**src/rtl/fetch_stage.sv**
```systemverilog
// IF stage: PC register with prioritised next-PC select, registered-read imem addressing,
// IF/ID pipeline register with bubble insertion, and saturating fetch/stall/flush counters.
module fetch_stage #(
  parameter int unsigned       DATA_W    = 32,
  parameter int unsigned       PC_W      = 32,
  parameter logic [PC_W-1:0]   RESET_PC  = '0,
  parameter logic [DATA_W-1:0] NOP_INSTR = '0,
  parameter int unsigned       CNT_W     = 32
) (
  input  logic              clk,
  input  logic              arst_n,
  input  logic              pc_hold,
  input  logic              ifid_hold,
  input  logic              branch_taken,
  input  logic [PC_W-1:0]   branch_target,
  input  logic              jump,
  input  logic [PC_W-1:0]   jump_target,
  output logic [PC_W-1:0]   imem_addr,
  input  logic [DATA_W-1:0] imem_rdata,
  output logic [PC_W-1:0]   ifid_pc,
  output logic [DATA_W-1:0] ifid_instr,
  output logic              ifid_valid,
  output logic [CNT_W-1:0]  fetch_cnt,
  output logic [CNT_W-1:0]  stall_cnt,
  output logic [CNT_W-1:0]  flush_cnt
);

  typedef enum logic {BOOT, RUN} state_e;

  state_e              state_q, state_d;
  logic [PC_W-1:0]     pc_q, pc_d;
  logic [PC_W-1:0]     ifid_pc_q, ifid_pc_d;
  logic [DATA_W-1:0]   ifid_instr_q, ifid_instr_d;
  logic                ifid_valid_q, ifid_valid_d;
  logic [CNT_W-1:0]    fetch_cnt_q, fetch_cnt_d;
  logic [CNT_W-1:0]    stall_cnt_q, stall_cnt_d;
  logic [CNT_W-1:0]    flush_cnt_q, flush_cnt_d;
  logic [PC_W-1:0]     br_tgt, jp_tgt;
  logic                flush;

  function automatic logic [CNT_W-1:0] sat_inc(input logic [CNT_W-1:0] c);
    return (c == '1) ? c : c + CNT_W'(1);
  endfunction

  assign br_tgt = branch_target & ~PC_W'(3);
  assign jp_tgt = jump_target & ~PC_W'(3);

  // State register
  always_ff @(posedge clk or negedge arst_n) begin
    if (!arst_n) state_q <= BOOT;
    else         state_q <= state_d;
  end

  // Next-state logic
  always_comb begin
    state_d = state_q;
    case (state_q)
      BOOT:    state_d = RUN;
      RUN:     state_d = RUN;
      default: state_d = BOOT;
    endcase
  end

  // Outputs: in RUN the memory is addressed with next_pc so imem_rdata lines up with pc_q
  always_comb begin
    imem_addr = pc_q;
    if (state_q == RUN) imem_addr = pc_d;
  end

  always_comb begin
    pc_d         = pc_q;
    ifid_pc_d    = ifid_pc_q;
    ifid_instr_d = ifid_instr_q;
    ifid_valid_d = ifid_valid_q;
    fetch_cnt_d  = fetch_cnt_q;
    stall_cnt_d  = stall_cnt_q;
    flush_cnt_d  = flush_cnt_q;
    flush        = 1'b0;
    if (state_q == BOOT) begin
      ifid_instr_d = NOP_INSTR;
      ifid_valid_d = 1'b0;
    end else begin
      if (branch_taken) begin
        pc_d  = br_tgt;
        flush = 1'b1;
      end else if (jump && !ifid_hold) begin
        pc_d  = jp_tgt;
        flush = 1'b1;
      end else if (pc_hold) begin
        stall_cnt_d = sat_inc(stall_cnt_q);
      end else begin
        pc_d = pc_q + PC_W'(4);
      end

      if (flush) begin
        ifid_instr_d = NOP_INSTR;
        ifid_valid_d = 1'b0;
        flush_cnt_d  = sat_inc(flush_cnt_q);
      end else if (!ifid_hold) begin
        ifid_pc_d    = pc_q;
        ifid_instr_d = imem_rdata;
        ifid_valid_d = 1'b1;
        fetch_cnt_d  = sat_inc(fetch_cnt_q);
      end
    end
  end

  always_ff @(posedge clk or negedge arst_n) begin
    if (!arst_n) begin
      pc_q         <= RESET_PC;
      ifid_pc_q    <= '0;
      ifid_instr_q <= NOP_INSTR;
      ifid_valid_q <= 1'b0;
      fetch_cnt_q  <= '0;
      stall_cnt_q  <= '0;
      flush_cnt_q  <= '0;
    end else begin
      pc_q         <= pc_d;
      ifid_pc_q    <= ifid_pc_d;
      ifid_instr_q <= ifid_instr_d;
      ifid_valid_q <= ifid_valid_d;
      fetch_cnt_q  <= fetch_cnt_d;
      stall_cnt_q  <= stall_cnt_d;
      flush_cnt_q  <= flush_cnt_d;
    end
  end

  assign ifid_pc    = ifid_pc_q;
  assign ifid_instr = ifid_instr_q;
  assign ifid_valid = ifid_valid_q;
  assign fetch_cnt  = fetch_cnt_q;
  assign stall_cnt  = stall_cnt_q;
  assign flush_cnt  = flush_cnt_q;

endmodule

```
**config.mk**
```make
export PLATFORM = sky130hd
export DESIGN_NAME = fetch_stage
export DESIGN_NICKNAME = d
export VERILOG_FILES = /design/src/rtl/fetch_stage.sv
export SDC_FILE = /design/constraint.sdc
export NUM_CORES = 1
export LEC_CHECK = 0
export BUFFER_PORTS_ARGS = -buffer_cell sky130_fd_sc_hd__buf_2
export CAP_MARGIN = 10
export CORE_MARGIN = 2
export CORE_UTILIZATION = 48
export CTS_BUF_LIST = sky130_fd_sc_hd__clkbuf_16
export DETAILED_ROUTE_END_ITERATION = 8
export PLACE_DENSITY = 0.76
export SETUP_SLACK_MARGIN = 0.3
export SLEW_MARGIN = 20
export SYNTH_ARGS = -nofsm -noshare
export SYNTH_HDL_FRONTEND = slang
export SYNTH_SLANG_ARGS = --single-unit
```
**constraint.sdc**
```tcl
create_clock -name clk -period 3.8 [get_ports clk]
set_input_delay 0.76 -clock clk [delete_from_list [all_inputs] [get_ports clk]]
set_output_delay 0.76 -clock clk [all_outputs]
set_load 0.05 [all_outputs]
```
==> flow_summary.ini, run 1 <==
[status]
outcome = finished, final reports clean

[synthesis]
syn_nets = 1095
synth_edf_count = 0
seq_area_frac_synth = 0.5111
postSynth.asyncResetShare = 1.000
synth_ff_type = dfrtp_1
avgSynthCellArea_um2 = 9.603
yosys_warnings = 0
syn_inst = 989
netlist_area_mm2 = 0.009498
synth.distinct_cells = 58
ys_ff_latch = 194

[clocking]
htree_num_levels = 4
root_buffer = clkbuf_16
cts_tree = yes
insertion_delay_ns = 0.44
path_clk_slew_ns = 0.07
cts.hold.buffers_added = 0
cts_inserted_buffers = 17
clock_path_buffers = 2
clkSinkCount = 194

[timing]
worstMarginPinSlew_ns = 0.9513
setup_tns_ns = 0
fin_crit_ns = 3.387
period_share = 0.8913
fin_ws_ns = 0.4131
relSlewSlack = 0.3631
slew_viol_final = 0
setup_viol = 0
fmax_mhz = 295.3
rsz0062_at_grt = yes
hold_violations = 0
clock_skew_ns = 0.01166

[worst_setup_path]
cp-end-kind = primary output
critPathMaxFanout = 5
required_ns = 3.04
cp-start-kind = flip-flop
critPathArrivalTime_ns = 2.63
r2r_cells = 6
critical_path_class = reg2out

[global_route]
grt_pass1_wl_mm = 41.86
grtUsageTotal = 0.2550
grt.overflow.total = 0
grt_pass1_vias = 8232
grt_start_max_net_pins = 95
antenna_found_initial = 0

[job]
drv_cap = 0

[final_layout]
drive_above_1_share = 0.2857
diodes = 0
stdcell_count = 1553
fin_nets = 1382
area.growth.synth_to_final_pct = 26.52
fillers = 1646
fin_util = 0.6174

[floorplan]
fp.dieW_um = 144.7
core_mm2 = 0.01946
pin_count = 295
dieArea_mm2 = 0.02093
num_rows = 51
die_h_um = 144.7
start_util = 0.4880

[power_and_ir_drop]
power_density_mw_per_mm2 = 485.4
vdd.ir_drop.worst_v = 0.0003281
power.total_mw = 5.833
p_leak_nw = 6.104

[detailed_routing]
drc = 0
routed_wl_mm = 27.00
first_pass_iters = 6
via_per_inst = 5.574
routedWlPerCell_um = 17.38
num_vias = 8657
detail-route-antenna-nets = 0
drt_iter0_drc = 751

[place]
place_congestion = 0.9121
dp.cells = 1520
portBuffers = 290
dp_hpwl_mm = 19.69
pre_cts_slack_ns = 0.3976

[worst_hold_path]
hold_path_class = in2async
==> power by group <==
group	total [mW]	switching [mW]	leakage, nW	internal [mW]
combinational	1.53	1.14	3.25	0.388
clock	1.82	0.793	0.290	1.03
sequential	2.48	0.218	2.56	2.26
==> sequential cells by signal, summed over array words and instances (netlist names) <==
| register | flops |
|---|---|
| ifid_valid | 1 |
| state_q | 1 |
| stall_cnt | 32 |
| ifid_pc | 32 |
| flush_cnt | 32 |
| ifid_instr | 32 |
| pc_q | 32 |
| fetch_cnt | 32 |
==> final timing paths <==
path | start | to | slack [ns]
setup reg to reg | state_q | fetch_cnt[31] | 0.96
min in group clk | pc_q[0] | ifid_pc[0] | 0.46
hold reg to reg | pc_q[0] | ifid_pc[0] | 0.46
max in group asynchronous | arst_n | pc_q[3] | 2.55
hold / removal | arst_n | fetch_cnt[13] | 0.39
setup / recovery | pc_q[2] | imem_addr[8] | 0.41
==> worst max-delay path, stage by stage (launching register included) <==
cell and delay (ns):
dfrtp_1 0.44, ha_1 0.24, nand3b_1 0.22, nor2_1 0.34, xnor2_1 0.14, a211o_1 0.34
a31oi_2 0.18, buf_2 0.29
==> final cells by class <==
class / count / area, um2 / share of cell area
sequential: 194 / 4857 / 0.4042
clock inverter: 14 / 160.2 / 0.01333
timing repair buffer: 312 / 1673 / 0.1392
multi-input combinational: 740 / 4528 / 0.3768
clock buffer: 17 / 425.4 / 0.03540
inverter: 11 / 41.29 / 0.003436
tap: 265 / 331.6 / 0.02759
==> per-stage QoR <==
| stage | area, um2 | hold WS [ns] |
|---|---|---|
| after detailed placement | 11370 | 0.4576 |
| final | 12020 | 0.3907 |
| after floorplan | 9552 | 0.4304 |
| after global placement | 11370 | 0.4370 |
| after CTS | 11960 | 0.4271 |
| after global routing | 12020 | 0.4437 |
==> repair_timing <==
item                       4_1_cts  5_1_grt
pin swaps                        0        3
setup endpoints to repair        1        8
setup buffers                    0        2
gates resized for setup          1        9
==> cells in the mapped netlist, types with 2 or more instances <==
| master | n | area [um2] |
|---|---|---|
| mux2i_1 | 35 | 350.3 |
| clkbuf_1 | 35 | 131.4 |
| nor3_1 | 28 | 140.1 |
| nand3_1 | 51 | 255.2 |
| o41ai_1 | 2 | 17.52 |
| nand2_1 | 168 | 630.6 |
| nor4_1 | 14 | 87.58 |
| or4_1 | 2 | 15.01 |
| nor2b_1 | 4 | 25.02 |
| a211oi_1 | 4 | 30.03 |
| a31oi_1 | 9 | 56.30 |
| nor2_1 | 86 | 322.8 |
| o2111ai_1 | 2 | 17.52 |
| o211ai_1 | 11 | 82.58 |
| and3_1 | 20 | 125.1 |
| nand4_1 | 51 | 319.1 |
| nand4b_1 | 4 | 35.03 |
| a211o_1 | 3 | 26.28 |
| o21ai_0 | 41 | 205.2 |
| ha_1 | 4 | 50.05 |
| a22o_1 | 4 | 35.03 |
| nor4_2 | 2 | 25.02 |
| buf_2 | 3 | 15.01 |
| a21o_1 | 2 | 15.01 |
| and2_1 | 4 | 25.02 |
| dfrtp_1 | 194 | 4855 |
| nand3b_1 | 3 | 22.52 |
| inv_1 | 11 | 41.29 |
| or3_1 | 4 | 25.02 |
| nand2b_1 | 10 | 62.56 |
| o311ai_0 | 3 | 26.28 |
| o31ai_1 | 2 | 15.01 |
| and4_1 | 8 | 70.07 |
| nor4b_1 | 2 | 17.52 |
| buf_1 | 4 | 15.01 |
| xnor2_1 | 57 | 499.2 |
| nor3b_1 | 6 | 45.04 |
| a21oi_1 | 30 | 150.1 |
| mux2_2 | 5 | 56.30 |
| xor2_1 | 43 | 376.6 |
==> cell usage in the layout (no fill, tap or decap), types with 4 or more instances in the layout <==
cell,netlist,layout
and3_1,20,20
a22o_1,4,4
nor3_1,28,27
or3_1,4,4
ha_1,4,4
nand4b_1,4,4
clkbuf_16,0,17
xnor2_1,57,57
mux2_2,5,5
buf_2,3,285
mux2i_1,35,35
nor3b_1,6,6
nand2_1,168,168
nand3_1,51,50
inv_1,11,11
a31oi_1,9,6
o21ai_1,0,7
and2_1,4,4
o211ai_1,11,11
a21oi_1,30,29
nor4_1,14,13
buf_4,0,21
xor2_1,43,43
nand2b_1,10,10
nor2_1,86,85
o21ai_0,41,34
and4_1,8,8
nand4_1,51,51
dfrtp_1,194,192
==> cells by family after synthesis <==
logic type      count (synthesis)  share of synthesized area
compound gates                121                    0.07904
xor+xnor                      100                    0.09221
fa+ha+maj                       4                   0.005270
buf+inv                        55                    0.02305
flops                         194                     0.5111
mux                            40                    0.04281
other cells                     1                  0.0003948
simple gates                  474                     0.2461
==> per-layer routing <==
layer | up-vias | GRT usage | wire length (um)
met5 | - | 0 | 0
met4 | 0 | 0.09964 | 735
met3 | 51 | 0.06482 | 1978
met2 | 331 | 0.4038 | 12820
met1 | 4211 | 0.3384 | 11460
li1 | 4064 | - | -
Note: power is estimated with default switching activity, not from simulation.
==> run 2, diff against run 1 <==
--- a/config.mk
+++ b/config.mk
@@ -7,11 +7,13 @@
 export LEC_CHECK = 0
 export BUFFER_PORTS_ARGS = -buffer_cell sky130_fd_sc_hd__buf_2
 export CAP_MARGIN = 10
+export CELL_PAD_IN_SITES_DETAIL_PLACEMENT = 0
+export CELL_PAD_IN_SITES_GLOBAL_PLACEMENT = 2
 export CORE_MARGIN = 2
-export CORE_UTILIZATION = 48
+export CORE_UTILIZATION = 33
 export CTS_BUF_LIST = sky130_fd_sc_hd__clkbuf_16
 export DETAILED_ROUTE_END_ITERATION = 8
-export PLACE_DENSITY = 0.76
+export PLACE_DENSITY_LB_ADDON = 0.1
 export SETUP_SLACK_MARGIN = 0.3
 export SLEW_MARGIN = 20
 export SYNTH_ARGS = -nofsm -noshare
==> flow_summary.ini, run 2 (synthesis results as in run 1) <==
[status]
outcome = finished, final reports clean

[timing]
clock_skew_ns = 0.01683
fin_crit_ns = 3.350
rsz0062_at_grt = yes
setup_tns_ns = 0
period_share = 0.8815
fin_ws_ns = 0.4503
slew_viol_final = 0
fmax_mhz = 298.5
hold_violations = 0
holdWs_ns = 0.3676
relSlewSlack = 0.4587
worstMarginPinSlew_ns = 0.8046
setup_viol = 0

[place]
place_congestion = 0.7820
placed_area_mm2 = 0.01156
dp_hpwl_mm = 21.98
dp.cells = 1649
pre_cts_slack_ns = 0.4306
portBuffers = 290

[final_layout]
multi_input_area_mm2 = 0.004522
post-route-cell-area_mm2 = 0.01230
fin_nets = 1394
drive_above_1_share = 0.2959
final_common_cell = buf_2
fillers = 2958
seqCellArea_mm2 = 0.004860
final_cell_mix = buf_2, dfrtp_1, nand2_1, nor2_1, xnor2_1
fin_util = 0.4310
stdcell_count = 1688
area.growth.synth_to_final_pct = 29.53

[floorplan]
core_mm2 = 0.02855
start_util = 0.3327
dieArea_mm2 = 0.03015
die_h_um = 173.7
pin_count = 295
fp.dieW_um = 173.7
num_rows = 62

[detailed_routing]
first_pass_iters = 5
detail-route-antenna-nets = 0
num_vias = 8308
via_per_inst = 4.922
routedWlPerCell_um = 17.55
drc = 0
drt_iter0_drc = 486
routed_wl_mm = 29.62

[power_and_ir_drop]
power_density_mw_per_mm2 = 483.6
p_leak_nw = 6.166
vdd.ir_drop.worst_v = 0.0002912
power.total_mw = 5.950

[clocking]
clock_path_buffers = 2
cts.hold.buffers_added = 0
htree_num_levels = 4
cts_inserted_buffers = 17
cts_tree = yes
path_clk_slew_ns = 0.09
clkSinkCount = 194
root_buffer = clkbuf_16
insertion_delay_ns = 0.44

[worst_setup_path]
critPathMaxFanout = 7
startpoint = pc_q[6]
critPathBufInv = 1
slowest_stage = or4_1
rr_startpoint = state_q
cp-start-kind = flip-flop
critical_path.top_delay_family = simple AND/OR/NAND/NOR gates
required_ns = 3.04
critical_path_class = reg2out
max_stage_delay_ns = 0.58
path_cells = nand3_2 > or4_1 > nor2_1 > a31oi_1 > a211oi_4 > buf_2
cp-end-kind = primary output
critPathArrivalTime_ns = 2.59

[global_route]
grt.overflow.total = 0
grt_pass1_vias = 8238
antenna_found_initial = 4
grt_start_max_net_pins = 85
grt_pass1_wl_mm = 47.02
grtUsageTotal = 0.1974

[job]
drv_cap = 0

[worst_hold_path]
hold_path_class = in2async
[run 2: worst paths after layout]
check | cells after the start | to | slack [ns]
max in group asynchronous | 2 | ifid_instr[25] | 2.60
worst max-delay path | 6 | imem_addr[19] | 0.45
worst min-delay path | 1 | stall_cnt[19] | 0.37
worst min register to register | 2 | ifid_pc[0] | 0.46
worst max register to register | 5 | fetch_cnt[30] | 1.30
min in group clk | 2 | ifid_pc[0] | 0.46
[run 2: worst register-to-register path, delay by kind of cell, from the launching register on]
| kind | cells | cell delay [ns] |
|---|---|---|
| simple gates | 4 | 1.71 |
| xor+xnor | 1 | 0.16 |
| flops | 1 | 0.56 |
[run 2: power breakdown]
group | total (mW) | switching (mW) | internal [mW]
Clock | 1.94 | 1.01 | 0.929
Sequential | 2.48 | 0.218 | 2.26
Combinational | 1.53 | 1.15 | 0.387
Total | 5.95 | 2.38 | 3.57
[run 2: layer usage]
metal  wire (um)  vias up  global-route usage
met3        1614       20             0.04825
met4         401        2             0.04657
met5           7        -                   0
met2       13780      198              0.3157
met1       13810     3994              0.2708
li1            -     4094                   -
[run 2: final cells by class]
type / instances / share of cell area
Inverter: 11 / 0.003356
Antenna cell: 3 / 0.0006102
Clock buffer: 17 / 0.03458
Tap cell: 384 / 0.03905
Clock inverter: 15 / 0.01780
Multi-Input combinational cell: 740 / 0.3675
Sequential cell: 194 / 0.3950
Timing Repair Buffer: 324 / 0.1421
[run 2: timing repair]
action                     4_1_cts  5_1_grt
pin swaps                        0        3
gates resized for setup          3        9
setup endpoints to repair        4        9
cloned                           0        0
setup buffers                    0        4
